===== src/rtl/mem_block_writer_pkg.sv =====
// mem_if_pkg: constants and types shared by the block writer, the
// max-finder datapath and the 256x16 memory wrapper.
//   DATA_W  memory word width
//   ADDR_W  memory address width (depth = 2**ADDR_W)
//   CNT_W   block-length width (max block = 2**CNT_W-1 words)
//   wr_state_e  writer FSM state encoding
//   csum_add    modulo-2**DATA_W running-sum step
package mem_if_pkg;

  localparam int DATA_W = 16;
  localparam int ADDR_W = 8;
  localparam int CNT_W  = 8;

  typedef enum logic [1:0] {
    ST_IDLE  = 2'd0,
    ST_WRITE = 2'd1,
    ST_DRAIN = 2'd2,
    ST_DONE  = 2'd3
  } wr_state_e;

  // Sum wraps naturally at DATA_W bits.
  function automatic logic [DATA_W-1:0] csum_add(input logic [DATA_W-1:0] acc,
                                                 input logic [DATA_W-1:0] word);
    return acc + word;
  endfunction

endpackage


===== src/rtl/mem_block_writer_if.sv =====
// mem_block_writer_if: valid/ready word stream feeding the block writer.
//   in_data   stream word        (source -> writer)
//   in_valid  in_data is valid   (source -> writer)
//   in_ready  writer accepts     (writer -> source)
// modport master = stream source, modport slave = block writer.
interface mem_block_writer_if;
  import mem_if_pkg::*;

  logic [DATA_W-1:0] in_data;
  logic              in_valid;
  logic              in_ready;

  modport master (output in_data, output in_valid, input in_ready);
  modport slave  (input in_data, input in_valid, output in_ready);

endinterface


===== src/rtl/mem_block_writer_addr_counter.sv =====
// wr_addr_counter: loadable modulo-2**ADDR_W address up-counter paired with
// a remaining-words down-counter.
//   clk_i, reset_i   clock and synchronous active-high reset
//   load_i           capture start_addr_i / n_i
//   start_addr_i     first address of the block
//   n_i              number of words in the block
//   step_i           one word accepted: advance address, decrement remaining
//   cur_addr_o       address for the next accepted word
//   last_o           the next accepted word is the final one (remaining==1)
module wr_addr_counter
  import mem_if_pkg::*;
(
  input  logic              clk_i,
  input  logic              reset_i,
  input  logic              load_i,
  input  logic [ADDR_W-1:0] start_addr_i,
  input  logic [CNT_W-1:0]  n_i,
  input  logic              step_i,
  output logic [ADDR_W-1:0] cur_addr_o,
  output logic              last_o
);

  logic [ADDR_W-1:0] cur_addr_q, cur_addr_d;
  logic [CNT_W-1:0]  remaining_q, remaining_d;

  // Next-state: load wins over step; address wraps modulo 2**ADDR_W.
  always_comb begin
    cur_addr_d  = cur_addr_q;
    remaining_d = remaining_q;
    if (load_i) begin
      cur_addr_d  = start_addr_i;
      remaining_d = n_i;
    end else if (step_i) begin
      cur_addr_d  = cur_addr_q + ADDR_W'(1);
      remaining_d = remaining_q - CNT_W'(1);
    end else begin
      cur_addr_d  = cur_addr_q;
      remaining_d = remaining_q;
    end
  end

  // Counter registers.
  always_ff @(posedge clk_i) begin
    if (reset_i) begin
      cur_addr_q  <= ADDR_W'(0);
      remaining_q <= CNT_W'(0);
    end else begin
      cur_addr_q  <= cur_addr_d;
      remaining_q <= remaining_d;
    end
  end

  assign cur_addr_o = cur_addr_q;
  assign last_o     = (remaining_q == CNT_W'(1));

endmodule


===== src/rtl/mem_block_writer.sv =====
// mem_block_writer: accepts N words over a valid/ready stream and writes them
// to consecutive memory addresses starting at startAddr (wrapping modulo
// 2**ADDR_W), then raises ActiveDone until ActiveWriter drops.
//   clk, reset     clock, synchronous active-high reset
//   ActiveWriter   level start; only looked at in IDLE
//   startAddr, N   block base address and length, captured at start
//   s              stream slave port (in_data / in_valid / in_ready)
//   wea/addr/dina  registered memory write port
//   ActiveDone     block complete, held until ActiveWriter=0
//   busy           high in every state except IDLE
// Optional build macro CHECKSUM_EN adds output `checksum`, the modulo-2**DATA_W
// sum of the words written in the current block.
module mem_block_writer
  import mem_if_pkg::*;
(
  input  logic               clk,
  input  logic               reset,
  input  logic               ActiveWriter,
  input  logic [ADDR_W-1:0]  startAddr,
  input  logic [CNT_W-1:0]   N,
  mem_block_writer_if.slave  s,
  output logic               wea,
  output logic [ADDR_W-1:0]  addr,
  output logic [DATA_W-1:0]  dina,
  output logic               ActiveDone,
`ifdef CHECKSUM_EN
  output logic [DATA_W-1:0]  checksum,
`endif
  output logic               busy
);

  wr_state_e         state_q;
  logic              wea_q;
  logic [ADDR_W-1:0] addr_q;
  logic [DATA_W-1:0] dina_q;
  logic              done_q;
  logic              busy_q;

  logic              start_s;
  logic              accept_s;
  logic [ADDR_W-1:0] cur_addr_s;
  logic              last_s;

  // in_ready is decoded straight from the state so a word offered in WRITE
  // is taken in the same cycle.
  assign s.in_ready = (state_q == ST_WRITE);
  assign accept_s   = s.in_valid && s.in_ready;
  assign start_s    = (state_q == ST_IDLE) && ActiveWriter;

  wr_addr_counter u_cnt (
    .clk_i        (clk),
    .reset_i      (reset),
    .load_i       (start_s),
    .start_addr_i (startAddr),
    .n_i          (N),
    .step_i       (accept_s),
    .cur_addr_o   (cur_addr_s),
    .last_o       (last_s)
  );

  // Writer FSM with registered write port and status outputs.
  always_ff @(posedge clk) begin
    if (reset) begin
      state_q <= ST_IDLE;
      wea_q   <= 1'b0;
      addr_q  <= ADDR_W'(0);
      dina_q  <= DATA_W'(0);
      done_q  <= 1'b0;
      busy_q  <= 1'b0;
    end else begin
      case (state_q)
        ST_IDLE: begin
          wea_q <= 1'b0;
          if (ActiveWriter) begin
            busy_q <= 1'b1;
            if (N == CNT_W'(0)) begin
              state_q <= ST_DONE;
              done_q  <= 1'b1;
            end else begin
              state_q <= ST_WRITE;
            end
          end
        end
        ST_WRITE: begin
          if (accept_s) begin
            wea_q  <= 1'b1;
            addr_q <= cur_addr_s;
            dina_q <= s.in_data;
            if (last_s) begin
              state_q <= ST_DRAIN;
            end
          end else begin
            wea_q <= 1'b0;
          end
        end
        ST_DRAIN: begin
          // Final write has been on the port for this cycle.
          wea_q   <= 1'b0;
          state_q <= ST_DONE;
          done_q  <= 1'b1;
        end
        ST_DONE: begin
          wea_q <= 1'b0;
          if (!ActiveWriter) begin
            state_q <= ST_IDLE;
            done_q  <= 1'b0;
            busy_q  <= 1'b0;
          end
        end
        default: begin
          state_q <= ST_IDLE;
          wea_q   <= 1'b0;
          done_q  <= 1'b0;
          busy_q  <= 1'b0;
        end
      endcase
    end
  end

  assign wea        = wea_q;
  assign addr       = addr_q;
  assign dina       = dina_q;
  assign ActiveDone = done_q;
  assign busy       = busy_q;

`ifdef CHECKSUM_EN
  logic [DATA_W-1:0] checksum_q;

  // Running block sum: cleared at start, stepped per accepted word.
  always_ff @(posedge clk) begin
    if (reset) begin
      checksum_q <= DATA_W'(0);
    end else if (start_s) begin
      checksum_q <= DATA_W'(0);
    end else if (accept_s) begin
      checksum_q <= csum_add(checksum_q, s.in_data);
    end
  end

  assign checksum = checksum_q;
`endif

endmodule

===== src/flat_wrapper.sv =====
// flat-port wrapper written by rule: the top's interface ports become plain ports
module mem_block_writer_flat import mem_if_pkg::*;
  (clk, reset, ActiveWriter, startAddr, N, wea, addr, dina, ActiveDone, busy, s_in_data, s_in_valid, s_in_ready);
  mem_block_writer_if s_i ();
  input  logic clk;
  input  logic reset;
  input  logic ActiveWriter;
  input  logic [ADDR_W-1:0] startAddr;
  input  logic [CNT_W-1:0] N;
  output logic wea;
  output logic [ADDR_W-1:0] addr;
  output logic [DATA_W-1:0] dina;
  output logic ActiveDone;
  output logic busy;
  input wire logic [$bits(s_i.in_data)-1:0] s_in_data;
  input wire logic [$bits(s_i.in_valid)-1:0] s_in_valid;
  output wire logic [$bits(s_i.in_ready)-1:0] s_in_ready;
  assign s_i.in_data = s_in_data;
  assign s_i.in_valid = s_in_valid;
  assign s_in_ready = s_i.in_ready;
  mem_block_writer u_core (.clk(clk), .reset(reset), .ActiveWriter(ActiveWriter), .startAddr(startAddr), .N(N), .s(s_i), .wea(wea), .addr(addr), .dina(dina), .ActiveDone(ActiveDone), .busy(busy));
endmodule

===== config.mk =====
export PLATFORM = sky130hd
export DESIGN_NAME = mem_block_writer_flat
export DESIGN_NICKNAME = d
export VERILOG_FILES = /design/src/rtl/mem_block_writer_pkg.sv /design/src/rtl/mem_block_writer_if.sv /design/src/rtl/mem_block_writer_addr_counter.sv /design/src/rtl/mem_block_writer.sv /design/src/flat_wrapper.sv
export SDC_FILE = /design/constraint.sdc
export NUM_CORES = 1
export LEC_CHECK = 0
export ABC_AREA = 0
export CORE_AREA = 2 2 70 85
export DETAILED_ROUTE_END_ITERATION = 16
export DIE_AREA = 0 0 72 87
export GPL_TIMING_DRIVEN = 0
export PLACE_DENSITY = 0.68
export SYNTH_ARGS = -nofsm -noshare
export SYNTH_HDL_FRONTEND = slang
export SYNTH_HIERARCHICAL = 1
export SYNTH_SLANG_ARGS = --single-unit

===== constraint.sdc =====
create_clock -name clk -period 2.7 [get_ports clk]
set_clock_uncertainty 0.2 [all_clocks]
set_input_delay 0.405 -clock clk [delete_from_list [all_inputs] [get_ports clk]]
set_output_delay 0.405 -clock clk [all_outputs]
set_load 0.005 [all_outputs]

[After elaboration in Yosys (flattened, before gate mapping)]
Cells that the tools add are included.
Word-level totals
  bits in registers: 45
  input bits: 36
  output and inout port bits: 28
  word-level logic and storage cells: 49
Operators by class
  $add $sub $neg: 2
  equality and inequality tests: 9
  mux-type cells: 18
  reduce and logical (&&, ||, !) cells: 12
Operators with widths (number)
  $mux W8: 4
  $mux W2: 5
  $ne A2 B2 Y1 const B: 5
  $add A8 B1 Y8 const B: 1
  $eq A8 B1 Y1 const B: 1
  $logic_not A8 Y1: 1
  $pmux W2 S4: 1
  $reduce_and A4 Y1: 2
  $sub A8 B1 Y8 const B: 1
  $mux W1: 5
  $eq A2 B2 Y1 const B: 2
  $pmux W1 S2: 2
  $reduce_bool A2 Y1: 2
  $pmux W1 S3: 1
  $reduce_and A3 Y1: 1
  $reduce_bool A3 Y1: 1
  $reduce_or A3 Y1: 1
  $eq A2 B1 Y1 const B: 1
  $logic_and A1 B1 Y1: 2
  $logic_not A2 Y1: 1
  $reduce_and A2 Y1: 1

[Longest topological paths before layout]
  word-level depth: 4
  mapped depth: 10
  mapped depth without buffers: 7

[By module]
Netlist, hierarchy kept.
By module, submodules not included
  mem_block_writer: times used 1, cells an instance 140, area an instance 1173.6 um2, sequential area each 580.6 um2
  wr_addr_counter: times used 1, cells an instance 108, area an instance 918.4 um2, sequential area each 320.3 um2

[Worst setup path after synthesis]
No wires, ideal clock.
  path kind: register -> register
  start: reg u_core.state_q[1]
  end: reg u_core.u_cnt.cur_addr_q[7] (netlist: u_core/u_cnt/cur_addr_o[7])
  setup time: 0.079 ns
  arrival time: 2.122 ns
  required time: 2.421 ns
  setup slack: 0.299 ns
  stages on the path, launching flop included: 10
  path buffers: 2
  period minus slack after synthesis: 2.401 ns
  cell sequence: dfxtp_1 inv_1 ha_1 nand2_2 inv_2 buf_2 buf_4 or3b_2 or4_1 o211ai_1
On the way
  longest elaborated chain between the ends: 3
  elaborated cells between the ends (all ways): 6
  those cells by class: eq/ne: 1; mux: 1; reduce/logical: 4
RTL lines
  start: declaration: RTL line mem_block_writer.sv:32  | wr_state_e state_q;
  start signal: assignment: RTL line mem_block_writer.sv:64  | state_q <= ST_IDLE;
  start signal: assignment: RTL line mem_block_writer.sv:77  | state_q <= ST_DONE;
  start signal: assignment: RTL line mem_block_writer.sv:80  | state_q <= ST_WRITE;
  $eq A2 B1 Y1: RTL line mem_block_writer.sv:46  | assign s.in_ready = (state_q == ST_WRITE);
  net s_in_ready: RTL line flat_wrapper.sv:17  | output wire logic [$bits(s_i.in_ready)-1:0] s_in_ready;
  $logic_and A1 B1 Y1: RTL line mem_block_writer.sv:47  | assign accept_s = s.in_valid && s.in_ready;
  net u_core.accept_s: RTL line mem_block_writer.sv:40  | logic accept_s;
  $reduce_bool A2 Y1 (no source line)
  end signal: assignment: RTL line mem_block_writer_addr_counter.sv:48  | cur_addr_q <= cur_addr_d;
  end: declaration: RTL line mem_block_writer_addr_counter.sv:23  | logic [ADDR_W-1:0] cur_addr_q, cur_addr_d;
The timed path passes the listed nets, and every way through them passes these cells.
A chain may end at the register's enable or synchronous reset.

[Worst setup path after layout]
  start: reg u_core.state_q[1]
  end: reg u_core.u_cnt.cur_addr_q[7] (netlist: u_core/u_cnt/cur_addr_o[7])
On the way
  longest elaborated chain between the ends: 3
  elaborated cells between the ends (all ways): 6
  those cells by class: eq/ne: 1; mux: 1; reduce/logical: 4
RTL lines (RTL line)
  $eq A2 B1 Y1 / $logic_not A2 Y1 (equally long branches): mem_block_writer.sv:46, mem_block_writer.sv:48
  $logic_and A1 B1 Y1, on equally long branches: mem_block_writer.sv:47, mem_block_writer.sv:48
  $reduce_bool A2 Y1 (no source line) / $mux W8 (equally long branches)
Several ways; a longest one is shown, not always the timed one.

==> out/metrics.cfg <==
[outcome]
run_status = finished clean

[synthesis]
synthXorXnorAreaFrac = 0.02931
synth_ff_type = sky130_fd_sc_hd__dfxtp_1
postSynthNetCount = 292
postSynthCellCount = 248
muxShareOfSynthArea = 0.01196
synth_cell_types = 47
synth_async_sr_flop_share = 0
synth_top_family_by_area = simple AND/OR/NAND/NOR gates
post_synth_fa_ha_maj_area_fraction = 0.04785
yosys_warnings = 6
synth.cell_area_um2 = 2092
synth_area_in_simple_gates = 0.2452
synth_compound_gate_area_share = 0.1860
synth.yosys.seq_area_share = 0.4306
postSynthAreaPerCell_um2 = 8.436
ys_ff_latch = 45
number_of_enable_type_register_cells_in_the_synthesized_netlist = 0

[clocking]
clock-sinks = 45
cts_tree = done
holdBufCountCts = 0
tritoncts.num_buffers = 5
clock_insertion_delay_worst_skew_ns = 0.30
cts-root-to-sink-buffers = 2
cts-htree-levels = 2
path_clk_slew_ns = 0.08
cts.root.buffer_cell = sky130_fd_sc_hd__clkbuf_8
post-cts-setup-buffer-count = 0

[drt]
drt-initial-drc-count = 47
via_per_inst = 5.073
wire_per_inst_um = 12.72
detailroute.via_count = 1933
ant_nets = 0
drt-total-wl_um = 4847
router_iterations_before_antenna_repair = 4
post_detailed_route_drc_marker_count = 0

[timing]
final.setup.worst_slack_ns = 0.2224
totalNegativeSetupSlack_ns = 0
tightestPinTransition_ns = 0.5350
fin_crit_sh = 0.9176
timing.max_slew.rel_slack = 0.6433
report.final.hold_viol_count = 0
maxClockFrequency_mhz = 403.6
final-max-slew-violation-count = 0
final_critical_delay_including_setup_and_external_delays_ns = 2.478
unrepaired_setup_endpoints_after_global_routing = false
finalHoldWorstSlack_ns = 0.1494
setup_viol_count_final = 0

[power]
share_of_power_burned_in_registers = 0.416
netSwitchingFraction = 0.3441
power_density_nw_per_um2 = 757.1
power.net_switching_mw = 0.7541
power.ir.vdd_worst_mv = 0.4562
power.share.clock = 0.207
power.combinational.fraction = 0.377
total_power_mw = 2.191
power.leakage_nw = 1.016
internal-power_mw = 1.437

[final_layout]
num_antenna_cells = 0
area_growth_syn_to_layout_pct = 38.34
finalNonFillerCells = 381
drive_above_1_share = 0.08517
num-nets-final = 360
final_util = 0.5245
finalInstanceArea_um2 = 2894

[min_path]
timing.hold.worst.class = input pin to register

[die]
die_width_um = 72
num_io_pins = 64
start_util = 0.3791
die_area_um2 = 6264
core-area_um2 = 5518
chipHeight_um = 87
num_rows = 30

[worst_setup_path]
slowest_stage = sky130_fd_sc_hd__or4_1
worst-path-max-fanout = 16
crit_path_start_kind = register
critical_path_required_ns = 2.73
crit_chain = inv_1 > ha_1 > nand2_2 > inv_4 > buf_4 > or3b_2 > or4_1 > o211ai_1
setup.worst_path.class = register to register
critical-path-max-stage-delay_ns = 0.48
cp-end-kind = register
crit_arrival_ns = 2.51

[global_route]
global_route_wire_length_before_repair_um = 8045
gr-usage-all-layers = 0.1655
maximum_number_of_pins_on_one_net_before_global_route_repair = 14
grt_pass1_vias = 1731
grt_antenna_before_repair = 0
grt-ovfl-total = 0

[placement]
post-place-cells = 374
i_o_buffers = 62
placement.setup.worst_slack_ns = -0.2017
routabilityCongestion = 0.7984
detailedPlacementHpwl_um = 3642
placed_cell_area_um2 = 2793

[flow_run]
drv.max_cap_violation_count = 0

==> cells in the final DEF, fill, tap and decap left out, types with 2 or more instances in the layout <==
cell	count
sky130_fd_sc_hd__nand4_1	3
sky130_fd_sc_hd__nor3b_1	5
sky130_fd_sc_hd__dfxtp_1	45
sky130_fd_sc_hd__a31oi_1	2
sky130_fd_sc_hd__xnor2_1	2
sky130_fd_sc_hd__o21ai_0	5
sky130_fd_sc_hd__nor4b_1	3
sky130_fd_sc_hd__clkbuf_2	2
sky130_fd_sc_hd__a311oi_1	4
sky130_fd_sc_hd__nand3_1	3
sky130_fd_sc_hd__or4_1	2
sky130_fd_sc_hd__o211ai_1	5
sky130_fd_sc_hd__or3_1	3
sky130_fd_sc_hd__a211oi_1	7
sky130_fd_sc_hd__a21oi_1	35
sky130_fd_sc_hd__nor2_1	7
sky130_fd_sc_hd__clkbuf_1	4
sky130_fd_sc_hd__nor3_1	2
sky130_fd_sc_hd__clkbuf_8	7
sky130_fd_sc_hd__ha_1	8
sky130_fd_sc_hd__inv_1	7
sky130_fd_sc_hd__xor2_1	5
sky130_fd_sc_hd__buf_2	3
sky130_fd_sc_hd__clkdlybuf4s50_1	62
sky130_fd_sc_hd__buf_4	4
sky130_fd_sc_hd__nand2_1	58
==> logic make-up after synthesis <==
| logic type | count (synthesis) |
|---|---|
| adders and majority gates | 8 |
| DFF | 45 |
| buffers and inverters | 22 |
| xor gates and xnor gates | 7 |
| and+or+nand+nor | 100 |
| AOI/OAI and AO/OA | 64 |
| muxes | 2 |
==> synthesized netlist by cell type (all sizes together), types with 3 or more instances <==
master	count	area share
nor3b	5	0.018
nand2	59	0.11
nor2	7	0.013
nor4	3	0.019
nor4b	3	0.013
a311oi	4	0.017
or3	4	0.013
nand3	3	0.0072
or4	3	0.013
clkbuf	5	0.0090
buf	9	0.026
a211oi	7	0.025
o211ai	5	0.018
nand4	3	0.0090
o21ai	5	0.012
dfxtp	45	0.43
ha	8	0.048
a21oi	35	0.084
inv	8	0.014
xor2	5	0.021
==> per-layer routing <==
metal	track usage	routed length (um)
met5	0	0
met4	0.06175	74
met3	0.04051	252
met2	0.2845	2397
met1	0.1989	2122
==> critical path, delay by kind of cell (launching register included) <==
| kind | cells | cell delay (ns) |
|---|---|---|
| compound gates | 1 | 0.10 |
| fa+ha+maj | 1 | 0.21 |
| buf+inv | 3 | 0.47 |
| flops | 1 | 0.34 |
| simple gates | 3 | 1.09 |
==> power by group through the flow <==
| stage | clock, mW | combinational [mW] | sequential (mW) |
|---|---|---|---|
| floorplan | 0 | 0.538 | 0.904 |
| global placement | 0 | 0.815 | 0.921 |
| detailed placement | 0 | 0.827 | 0.927 |
| CTS | 0.469 | 0.832 | 0.912 |
| global route | 0.502 | 0.938 | 0.932 |
| finish | 0.454 | 0.827 | 0.910 |
==> timing repair <==
item | in CTS | in global routing
hold endpoints to repair | 0 | 0
gates resized for setup | 0 | 5
setup endpoints to repair | 0 | 8
==> sequential cells by signal (all words and copies together), names as in the netlist <==
| register | count |
|---|---|
| u_core/dina | 16 |
| u_core/wea | 1 |
| u_core/state_q | 2 |
| u_core/u_cnt/remaining_q | 8 |
| u_core/u_cnt/cur_addr_o | 8 |
| u_core/busy | 1 |
| u_core/addr | 8 |
| u_core/ActiveDone | 1 |
==> cell type report <==
type	count	area (um^2)
clock buffers	7	96.34
well taps	64	80.08
fillers	537	2624
flip-flops and latches	45	900.9
multi-input cells	181	1089
plain buffers	13	70.07
clock inverters	1	5.005
inverters	8	32.53
repair buffers	62	620.6
==> path summary, 6_finish.rpt <==
path                                                     start                                      end  slack [ns]  depth (start not counted)
worst max-delay path            u_core/state_q[1]$_SDFFE_PP0P_  u_core/u_cnt/cur_addr_o[7]$_SDFFE_PP0P_        0.22                          8
worst min-delay path                                     reset  u_core/u_cnt/cur_addr_o[6]$_SDFFE_PP0P_        0.15                          2
worst max register to register  u_core/state_q[1]$_SDFFE_PP0P_  u_core/u_cnt/cur_addr_o[7]$_SDFFE_PP0P_        0.22                          8
worst min register to register     u_core/addr[0]$_SDFFE_PP0P_              u_core/addr[0]$_SDFFE_PP0P_        0.25                          2
Note: power is estimated with default switching activity, not from simulation.
